`config.mk`:
```
export PLATFORM = sky130hd
export DESIGN_NAME = al4s3b_fpga_ram_arbiter
export DESIGN_NICKNAME = d
export VERILOG_FILES = /design/src/rtl/al4s3b_fpga_ram_arbiter.sv
export SDC_FILE = /design/constraint.sdc
export NUM_CORES = 1
export LEC_CHECK = 0
export CORE_MARGIN = 1.5
export CORE_UTILIZATION = 32
export DETAILED_ROUTE_END_ITERATION = 10
export DONT_BUFFER_PORTS = 1
export PLACE_DENSITY_LB_ADDON = 0.3
export SLEW_MARGIN = 20
export SYNTH_ARGS = -nofsm -noshare
export SYNTH_HDL_FRONTEND = slang
export SYNTH_SLANG_ARGS = --single-unit
```
`constraint.sdc`:
```
create_clock -name WBs_CLK_i -period 5.1 [get_ports WBs_CLK_i]
set_input_delay 1.275 -clock WBs_CLK_i [delete_from_list [all_inputs] [get_ports WBs_CLK_i]]
set_output_delay 1.275 -clock WBs_CLK_i [all_outputs]
set_load 0.01 [all_outputs]
```
`src/rtl/al4s3b_fpga_ram_arbiter.sv`:
```
// Purpose : two-port arbiter (Wishbone slave + fabric requester) sharing one synchronous single-port RAM.
// Latency : request seen in IDLE at cycle N -> RAM strobe N+1 -> read data captured end of N+2 -> ACK/VLD pulse N+3.
// Backpressure: requests are held by the sources until served; alternating priority under contention, no aborts.
//
// Ports:
//   WBs_*   Wishbone slave side (CYC/STB/WE/ADR/BYTE_STB/DAT_i in, DAT_o/ACK_o out)
//   FAB_*   fabric requester (REQ/WE/ADR/BE/DAT_i in, GNT/VLD/DAT_o out)
//   RAM_*   RAM port (ADR/WEN/REN/WR_DAT out, RD_DAT in, read data valid one cycle after REN)
module al4s3b_fpga_ram_arbiter #(
    parameter int ADDRWIDTH = 11,
    parameter int DATAWIDTH = 32
) (
    input  logic                   WBs_CLK_i,
    input  logic                   WBs_RST_i,
    input  logic [ADDRWIDTH-1:0]   WBs_ADR_i,
    input  logic                   WBs_CYC_i,
    input  logic                   WBs_STB_i,
    input  logic                   WBs_WE_i,
    input  logic [DATAWIDTH/8-1:0] WBs_BYTE_STB_i,
    input  logic [DATAWIDTH-1:0]   WBs_DAT_i,
    output logic [DATAWIDTH-1:0]   WBs_DAT_o,
    output logic                   WBs_ACK_o,
    input  logic                   FAB_REQ_i,
    input  logic                   FAB_WE_i,
    input  logic [ADDRWIDTH-1:0]   FAB_ADR_i,
    input  logic [DATAWIDTH/8-1:0] FAB_BE_i,
    input  logic [DATAWIDTH-1:0]   FAB_DAT_i,
    output logic                   FAB_GNT_o,
    output logic                   FAB_VLD_o,
    output logic [DATAWIDTH-1:0]   FAB_DAT_o,
    output logic [ADDRWIDTH-1:0]   RAM_ADR_o,
    output logic [DATAWIDTH/8-1:0] RAM_WEN_o,
    output logic                   RAM_REN_o,
    output logic [DATAWIDTH-1:0]   RAM_WR_DAT_o,
    input  logic [DATAWIDTH-1:0]   RAM_RD_DAT_i
);

    localparam int BEW = DATAWIDTH / 8;

    typedef enum logic [1:0] {
        IDLE = 2'd0,
        XFER = 2'd1,
        WAIT = 2'd2,
        RESP = 2'd3
    } state_t;

    state_t               state;
    logic                 last_gnt_fab;   // 1 = fabric won the most recent grant
    logic                 skip_wb;        // high for the one IDLE cycle after a Wishbone RESP
    logic                 cap_fab;        // source of the transfer in flight
    logic                 cap_we;
    logic [ADDRWIDTH-1:0] cap_adr;
    logic [BEW-1:0]       cap_be;
    logic [DATAWIDTH-1:0] cap_dat;

    logic                 wb_vld;
    logic                 fab_vld;
    logic                 win_fab;
    logic                 sel_we;
    logic [ADDRWIDTH-1:0] sel_adr;
    logic [BEW-1:0]       sel_be;
    logic [DATAWIDTH-1:0] sel_dat;

    // The Wishbone master still has CYC/STB high in the cycle right after its
    // ACK; ignoring that cycle prevents a phantom second access.
    assign wb_vld  = WBs_CYC_i & WBs_STB_i & ~skip_wb;
    assign fab_vld = FAB_REQ_i;

    // Under contention the source that did not win last time goes first.
    assign win_fab = fab_vld & (~wb_vld | ~last_gnt_fab);

    always_comb begin
        sel_we  = WBs_WE_i;
        sel_adr = WBs_ADR_i;
        sel_be  = WBs_BYTE_STB_i;
        sel_dat = WBs_DAT_i;
        if (win_fab) begin
            sel_we  = FAB_WE_i;
            sel_adr = FAB_ADR_i;
            sel_be  = FAB_BE_i;
            sel_dat = FAB_DAT_i;
        end
    end

    // Address and write data only matter while a strobe is up (XFER).
    assign RAM_ADR_o    = cap_adr;
    assign RAM_WR_DAT_o = cap_dat;

    always_ff @(posedge WBs_CLK_i or posedge WBs_RST_i) begin
        if (WBs_RST_i) begin
            state        <= IDLE;
            last_gnt_fab <= 1'b1;
            skip_wb      <= 1'b0;
            cap_fab      <= 1'b0;
            cap_we       <= 1'b0;
            cap_adr      <= '0;
            cap_be       <= '0;
            cap_dat      <= '0;
            RAM_WEN_o    <= '0;
            RAM_REN_o    <= 1'b0;
            FAB_GNT_o    <= 1'b0;
            FAB_VLD_o    <= 1'b0;
            FAB_DAT_o    <= '0;
            WBs_ACK_o    <= 1'b0;
            WBs_DAT_o    <= '0;
        end else begin
            // Strobes and pulses are single-cycle; re-asserted only below.
            RAM_WEN_o <= '0;
            RAM_REN_o <= 1'b0;
            FAB_GNT_o <= 1'b0;
            FAB_VLD_o <= 1'b0;
            WBs_ACK_o <= 1'b0;
            skip_wb   <= 1'b0;

            case (state)
                IDLE: begin
                    if (wb_vld | fab_vld) begin
                        state        <= XFER;
                        last_gnt_fab <= win_fab;
                        cap_fab      <= win_fab;
                        cap_we       <= sel_we;
                        cap_adr      <= sel_adr;
                        cap_be       <= sel_be;
                        cap_dat      <= sel_dat;
                        RAM_WEN_o    <= sel_we ? sel_be : '0;
                        RAM_REN_o    <= ~sel_we;
                        FAB_GNT_o    <= win_fab;
                    end
                end
                XFER: begin
                    state <= WAIT;
                end
                WAIT: begin
                    // RAM read data is valid now, one cycle after REN.
                    state <= RESP;
                    if (!cap_we) begin
                        if (cap_fab) FAB_DAT_o <= RAM_RD_DAT_i;
                        else         WBs_DAT_o <= RAM_RD_DAT_i;
                    end
                    WBs_ACK_o <= ~cap_fab;
                    FAB_VLD_o <= cap_fab;
                end
                RESP: begin
                    state   <= IDLE;
                    skip_wb <= ~cap_fab;
                end
                default: begin
                    state <= IDLE;
                end
            endcase
        end
    end

endmodule

```
==> results of run 1 <==
-- logic make-up (layout without fill, tap and decap cells) --
| group | count (synthesis) | count (layout) | share of synthesized area [%] |
|---|---|---|---|
| AOI/OAI and AO/OA | 144 | 144 | 20.62 |
| adders and majority gates | 3 | 3 | 0.6513 |
| buffers and inverters | 46 | 41 | 6.447 |
| DFF | 121 | 121 | 52.55 |
| muxes | 65 | 65 | 16.61 |
| and+or+nand+nor | 21 | 21 | 3.125 |
-- placed cells by master, fill, tap and decap left out, types with 2 or more instances in the layout --
master                       instances
sky130_fd_sc_hd__a21oi_1             5
sky130_fd_sc_hd__a2bb2oi_1          24
sky130_fd_sc_hd__a2bb2oi_2          20
sky130_fd_sc_hd__a32oi_1            44
sky130_fd_sc_hd__buf_4               6
sky130_fd_sc_hd__clkbuf_1            2
sky130_fd_sc_hd__clkbuf_16          17
sky130_fd_sc_hd__clkinv_2            3
sky130_fd_sc_hd__clkinvlp_4          5
sky130_fd_sc_hd__dfrtp_1           120
sky130_fd_sc_hd__ha_1                3
sky130_fd_sc_hd__inv_1               2
sky130_fd_sc_hd__mux2_2              4
sky130_fd_sc_hd__mux2_4             60
sky130_fd_sc_hd__nand4_1             4
sky130_fd_sc_hd__o211ai_1            4
sky130_fd_sc_hd__o21ai_0            21
sky130_fd_sc_hd__o21ai_1            25
-- Yosys cell counts (all sizes together) (2+ instances only) --
cell and instances:
a21oi 5, a2bb2oi 44, a32oi 44, and2 2
buf 27, clkbuf 15, dfrtp 120, ha 3
inv 4, mux2 65, nand2 3, nand4 4
nand4b 2, nor2b 2, o211ai 4, o21ai 46
-- worst paths after layout --
check / from / end / slack [ns] / depth (start not counted)
worst max-delay path: state[0] / RAM_ADR_o[10] / 2.52 / 5
worst min register to register: cap_fab / WBs_ACK_o / 0.49 / 1
max in group asynchronous: WBs_RST_i / FAB_DAT_o[31] / 3.31 / 2
worst min-delay path: cap_fab / WBs_ACK_o / 0.49 / 1
min in group asynchronous: WBs_RST_i / WBs_DAT_o[1] / 0.83 / 1
worst max register to register: state[0] / RAM_ADR_o[10] / 2.52 / 5
-- stage by stage --
stage,total power (W),cells
3_3_place_gp,0.003293,589
3_5_place_dp,0.003353,589
4_1_cts,0.004498,620
2_1_floorplan,0.003129,400
5_1_grt,0.004679,620
6_report,0.004444,620
-- layer usage --
metal	GRT usage [%]	up-vias
met1	18.26	1830
li1	-	1511
met5	0	-
met2	25.04	215
met4	6.374	0
met3	6.034	17
-- final cells by class --
class                   count  area (um^2)  area share, %
well taps                 225        281.5          4.477
multi-input cells         233         2369          37.66
flip-flops and latches    121         3029          48.17
clock inverters            11        100.1          1.592
repair buffers              6        45.04         0.7163
inverters                   4        17.52         0.2786
clock buffers              20        446.7          7.103
-- power groups by stage --
stage,sequential (W),combinational [W],clock [W]
after detailed placement,0.00206,0.00129,0
final,0.00205,0.00128,0.00112
after floorplan,0.00192,0.00120,0
after global placement,0.00206,0.00124,0
after CTS,0.00206,0.00129,0.00115
after global routing,0.00211,0.00137,0.00119
-- flip-flops by register name (all words and copies together), names as in the netlist --
| name | flops |
|---|---|
| FAB_DAT_o | 32 |
| FAB_GNT_o | 1 |
| FAB_VLD_o | 1 |
| RAM_ADR_o | 11 |
| RAM_REN_o | 1 |
| RAM_WEN_o | 4 |
| RAM_WR_DAT_o | 32 |
| WBs_ACK_o | 1 |
| WBs_DAT_o | 32 |
| cap_fab | 1 |
| cap_we | 1 |
| last_gnt_fab | 1 |
| skip_wb | 1 |
| state | 2 |
==> summary by stage, run 1 <==
Outcome
The flow ran to the end, and the final reports show no timing, DRC or antenna violations.

Pwr
The net switching power is 0.001531 W. The internal portion of the total power is 0.002912 W. The fraction of power consumed by combinational cells is 28.8%. The proportion of total power due to net switching is 34.46%. Per report_power, the clock group accounts for 25.2% of the total. The power density normalized to cell area is 706.7 mW/mm^2. Sequential cells account for 46.0% of the total power. The largest voltage drop on the vdd net is 279.8 uV. The leakage power is 2.651 nW.

GRT
The number of antenna violations at the first check in global routing is 0. The via count of the first global-routing pass is 3819. Global routing used 15.44% of the available tracks across all layers. The first global-routing pass estimated 21490 um of wire. For this run the aggregate overflow at the end of global routing stands at 0.

The largest net degree at the start of global routing is 55.

Worst setup path
STA classifies the critical path endpoint as a flop. The kind of cell with the highest combined delay on the critical path is simple AND/OR/NAND/NOR gates. The kind of start point of the critical path is a flop.

The category of the most critical setup path is reg2reg. Among all stages on the critical path, the largest delay is contributed by sky130_fd_sc_hd__nand2_4. The required arrival time at the worst endpoint is 5.42 ns.

The count of buffer and inverter cells on the critical path is 1. On the worst path, the slowest cell contributes a delay of 0.79 ns. The largest fanout on the critical path is 46. STA puts the critical path data arrival time at 2.90 ns. The critical path goes through inv_1 -> ha_1 -> nand4b_4 -> nand2_4 -> a2bb2oi_1.

Placement
The worst slack after detailed placement is 1.764 ns. At the end of routability-driven placement, the weighted congestion stood at 0.7624. Port buffering added 0 buffers.

The placed standard-cell area is 0.005737 mm^2. Once detailed placement completed, the half-perimeter wirelength came to 10020 um.

STA
The transition time at the pin with the least slew margin is 0.7760 ns. The maximum clock frequency is 387.5 MHz. The period utilization is 50.60%. Setup repair after global routing left no endpoint under its margin. The count of final max-slew check failures was 0. Hold is met by 0.4942 ns. The final setup violation count is 0. The hold violation count in the final report is 0.

The setup slack of the critical path after layout is 2.519 ns. The summed negative setup slack over all endpoints is 0 ns. The routed design could run at a clock period as short as 2.581 ns. Across the routed clock network, the largest skew measured is 0.007600 ns.

The worst pin sits at a relative slew slack of 48.19%.

Clocking
Hold repair after CTS inserted 0 buffers. The worst-skew pair later-pin latency is 0.41 ns. The total clock buffers created by CTS is 17.

The number of post-CTS setup repair buffers is 0. The number of cells upsized or downsized after cts is 0. TritonCTS built the clock tree.

The number of buffers on the longest clock path is 2. The tree built by TritonCTS fans out to 121 sinks. The clock transition at the register clock pins on the worst setup and hold paths after CTS is 0.06 ns.

The clock tree root driver cell is sky130_fd_sc_hd__clkbuf_16. The deepest level of the CTS H-tree is 4.

Route
The wire length after detailed routing is 14910 um. For this block, the initial DRC count from the detailed router was 176. The highest metal layer with signal wires is met4. The post-route antenna net violation count is 0. The count of TritonRoute iterations in the first routing pass is 4. The met3 wire length is 1595 um.

The met1 wire length is 5835 um. Using the TritonRoute via totals, the vias-per-cell ratio works out to 5.763. The routed design uses 7186 um of met2 wire. The final routed DRC violation total is 0.

The routed via count is 3573. The average wire per cell in the routed design is 24.05 um.

Job
Across the run, the number of max-cap violations was 0.

Logic synthesis
The number of enable flip-flop cells after synthesis is 0. The number of distinct standard cells referenced by the synthesized netlist is 41. By area the synthesized netlist is led by sky130_fd_sc_hd__dfrtp_1 52%, sky130_fd_sc_hd__mux2_4 16%, sky130_fd_sc_hd__a32oi_1 6.7%.

The count of warnings emitted by yosys is 0. For this run, asynchronously set or reset flops after synthesis account for 100.0%. The share of synthesized area occupied by flip-flops and latches is 52.55%. Synthesis produced 400 cells. Synthesis inferred 121 register bits.

The synthesized area per cell is 14.41 um^2. After synthesis, the largest area contributor takes up 52.09% of total cell area. In the synthesized netlist the dominant register cell turns out to be sky130_fd_sc_hd__dfrtp_1. The cell accounting for the most synthesized area is sky130_fd_sc_hd__dfrtp_1. The total nets after synthesis is 536. The synthesized cell area is 0.005764 mm^2.

Final layout
The count of antenna diodes in the layout is 0. The layout net count is 519. The number of fill cells in the layout is 1667. The final standard cell area without fillers is 0.006289 mm^2. Measured on the finished design, the core utilization comes to 35.98%. Compared with the post-synthesis result, the final layout area differs by 9.095%.

Of the cells placed in the final design, the portion with a size suffix greater than 1 is 33.42%.

Floorplanning
The initial core utilization is 32.98%. The die covers 0.01883 mm^2. From bottom edge to top edge, the die measures 137.2 um.

The core region is 0.01748 mm^2. The width of the die is 137.2 um. The floorplan has 48 rows. The I/O pin count is 248.

Min path
In this run the worst hold path is classified as reg2reg.
No activity file was read; power rests on OpenSTA's default activity.
==> run 2: changes to the inputs <==
==> constraint.sdc (replaced) <==
create_clock -name WBs_CLK_i -period 2.6 [get_ports WBs_CLK_i]
set_input_delay 0.65 -clock WBs_CLK_i [delete_from_list [all_inputs] [get_ports WBs_CLK_i]]
set_output_delay 0.65 -clock WBs_CLK_i [all_outputs]
set_load 0.01 [all_outputs]
==> run 2 against run 1 <==
  * Sequential cell count did not move
  * Fmax rose by 25%
  * Largest cell class unchanged
  * Register-to-register slack got worse by 2.0 ns
  * Total power rose by 100%
  * Via count rose by 0.34%
  * Combinational power rose by 100%
  * Critical endpoint is now RAM_WR_DAT_o[20]
  * Count of clock-buffer cells in the layout rose by 3
  * Worst hold slack got worse by 0.21 ns
==> summary by stage, run 2 (synthesis results as in run 1) <==
STA
The hold violation count in the final report is 0 (unchanged). Setup repair after global routing left no endpoint under its margin. The transition time at the pin with the least slew margin is 0.8126 ns (+0.03657 ns).

The count of final max-slew check failures was 0 (unchanged). The setup slack of the critical path after layout was 0.5323 ns (-1.987 ns). The relative slew slack was 45.83% (-2.4 points).

The summed negative setup slack over all endpoints is 0 ns (unchanged). The period utilization is 79.53% (+29 points). The final setup violation count is 0 (unchanged). The post-route clock skew came to 0.01280 ns (+0.005197 ns). The minimum clock period after layout was 2.068 ns (-0.5129 ns). The maximum clock frequency is 483.6 MHz (+25%).

Final layout
Leaving out fill and tap cells, the most frequent cells in the layout are 120 x sky130_fd_sc_hd__dfrtp_1, 60 x sky130_fd_sc_hd__mux2_4, 44 x sky130_fd_sc_hd__a32oi_1, 25 x sky130_fd_sc_hd__o21ai_1, 24 x sky130_fd_sc_hd__a2bb2oi_1. The share of post-route cells with drive strength above 1 is 35.15% (+1.7 points). The area growth from synthesis to layout is 11.72%. The count of antenna diodes in the layout came to 0 (unchanged). The library cell used most frequently in the layout, excluding fill and tap cells, is sky130_fd_sc_hd__dfrtp_1. The count of non-filler cells in the finished layout is 629 (+1.5%). The layout net count is 529 (+1.9%). The number of fill cells in the layout is 1668 (+0.060%).

Placement
The routability-driven placement congestion ratio was 0.7622 (about the same). The count of port buffers added during placement was 0 (unchanged). The count of placed standard cells including taps is 599 (+1.7%). The placed wire-length estimate is 10340 um (+3.2%). The worst slack after detailed placement is 0.4670 ns (-1.297 ns).

Worst setup path
The endpoint of the worst-slack reg-to-reg timing path is RAM_WR_DAT_o[20]. STA classifies the critical path startpoint as a flop. The category of the most critical setup path is reg2reg. The worst stage delay on the critical path is 0.59 ns (-0.20 ns). The highest-delay cell along the critical path is sky130_fd_sc_hd__nand4b_2. The largest fanout on the critical path is 24 (-48%). Walking the worst path, the cells encountered are nand4b_2 -> buf_4 -> a32oi_1 -> a2bb2oi_2.

The count of buffer and inverter cells on the critical path is 1 (unchanged). The sort of element at the end of the critical path is a flop. The arrival time reported for the critical path endpoint was 2.34 ns (-0.56 ns). In this run the critical register-to-register path is launched from last_gnt_fab.

The slack of the worst reg-to-reg path came to 0.53 ns (-1.99 ns). In this design, the largest share of critical-path delay is due to simple AND/OR/NAND/NOR gates. The required arrival time at the worst endpoint is 2.88 ns (-2.54 ns).

The count of cells along the worst register-to-register path is 4 (-1).

Pwr
The leakage power is 2.741 nW (+3.4%). The sequential cell fraction of total power is 45.0% (-1.0 points). The power density normalized to cell area is 1389 mW/mm^2 (+97%). The fraction of power consumed by combinational cells is 28.8% (about the same). The proportion of total power due to net switching is 33.37% (-1.1 points). The largest voltage drop on the vdd net is 551.1 uV (+97%). The clock share of power is 26.2% (+1.0 points). The cell internal power dissipation is 0.005960 W (+100%). The net switching power is 0.002985 W (+95%).

GRT
The overall routing resource usage is 15.82% (+0.38 points). The wire length of the first global-routing pass is 22000 um (+2.4%). The total overflow reported by the global router is 0 (unchanged).

The via count of the first global-routing pass came to 3739 (-2.1%). The largest net degree at the start of global routing is 122 (+120%). The number of antenna violations at the first check in global routing is 0 (unchanged).

Clocking
The number of cells upsized or downsized after cts is 0 (unchanged). The total clock buffers created by CTS is 17 (unchanged). The worst-skew pair later-pin latency is 0.41 ns (about the same). The number of buffers on the longest clock path is 2 (unchanged). The number of post-CTS setup repair buffers is 0 (unchanged). The deepest level of the CTS H-tree is 4 (unchanged). TritonCTS built the clock tree. The clock tree root driver cell is sky130_fd_sc_hd__clkbuf_16.

The number of buffers added to fix hold violations after cts came to 0 (unchanged). The clock transition at the register clock pins on the worst setup and hold paths after CTS is 0.05 ns (about the same). The number of clock sinks was 121 (unchanged).

Floorplanning
The initial core utilization is 32.98% (unchanged). The I/O pin count is 248 (unchanged). The total number of placement rows is 48 (unchanged). The placeable core region came to 0.01748 mm^2 (unchanged). The area of the die was 0.01883 mm^2 (unchanged). The width of the die is 137.2 um (unchanged).

The die span in y is 137.2 um (unchanged).

Route
The mean number of vias per cell is 5.700 (-1.1%). The wire length after detailed routing is 15300 um (+2.6%). The average wire per cell in the routed design is 24.32 um (+1.1%).

The count of TritonRoute iterations in the first routing pass came to 5 (+1). The routed via count is 3585 (+0.34%). The final routed DRC violation total is 0 (unchanged). The post-route antenna net violation count is 0 (unchanged).

The iteration-0 DRC count of the detailed router came to 168 (-4.5%).

Outcome
The run finished with clean final reports.

Job
The number of max-capacitance violations reported is 0 (unchanged).

Min path
The class of the most critical hold timing path is in2async.
## run 2: cell count changes in the layout (fill, tap and decap cells not counted)
cell	delta
sky130_fd_sc_hd__buf_12	+3
sky130_fd_sc_hd__buf_4	+7
sky130_fd_sc_hd__bufinv_16	+1
sky130_fd_sc_hd__clkbuf_1	-1
sky130_fd_sc_hd__clkbuf_8	+4
sky130_fd_sc_hd__clkinvlp_4	-3
sky130_fd_sc_hd__inv_4	-1
sky130_fd_sc_hd__inv_6	-1
sky130_fd_sc_hd__nand2_2	+1
sky130_fd_sc_hd__nand2_4	-1
## run 2: worst max path at each step
stage | start | endpoint | slack, ns | depth (start not counted)
2_1_floorplan | WBs_RST_i | FAB_DAT_o[0] | 0.47 | 1
3_3_place_gp | WBs_STB_i | RAM_WR_DAT_o[24] | 0.53 | 4
3_5_place_dp | WBs_STB_i | RAM_WR_DAT_o[20] | 0.47 | 4
4_1_cts | state[0] | RAM_WR_DAT_o[2] | 0.55 | 6
5_1_grt | last_gnt_fab | RAM_WR_DAT_o[19] | 0.43 | 4
6_report | last_gnt_fab | RAM_WR_DAT_o[20] | 0.53 | 4
## run 2: through the flow
stage          util, %  hold WS, ns  area (um^2)  total power, W
3_3_place_gp     33.48       0.4895         5851        0.006511
6_report         36.85       0.2857         6440        0.008945
4_1_cts          36.85       0.3273         6440        0.009042
2_1_floorplan        -       0.4595         5768        0.006138
3_5_place_dp     33.48       0.5039         5851        0.006626
5_1_grt          36.85       0.2789         6440        0.009418
## run 2: area by class of cell
type                    instances  area, um^2  area share, %
flip-flops and latches        121        3029          47.04
well taps                     225       281.5          4.371
clock buffers                  23       498.0          7.733
inverters                       4       18.77         0.2914
repair buffers                 16       157.7          2.448
clock inverters                 7       91.34          1.418
multi-input cells             233        2364          36.70
## run 2: power by group through the flow
stage / Sequential (W) / Clock, W / Combinational, W
after floorplan: 0.00377 / 0 / 0.00236
after global placement: 0.00404 / 0 / 0.00247
after detailed placement: 0.00405 / 0 / 0.00258
after CTS: 0.00404 / 0.00242 / 0.00258
after global routing: 0.00416 / 0.00251 / 0.00275
final: 0.00402 / 0.00235 / 0.00258
## run 2: routing by layer
| metal | vias up | wire (um) | GRT usage (%) |
|---|---|---|---|
| li1 | 1531 | - | - |
| met3 | 15 | 1787 | 7.947 |
| met1 | 1807 | 5916 | 17.66 |
| met2 | 232 | 7361 | 25.99 |
| met5 | - | 0 | 0 |
| met4 | 0 | 231 | 5.673 |
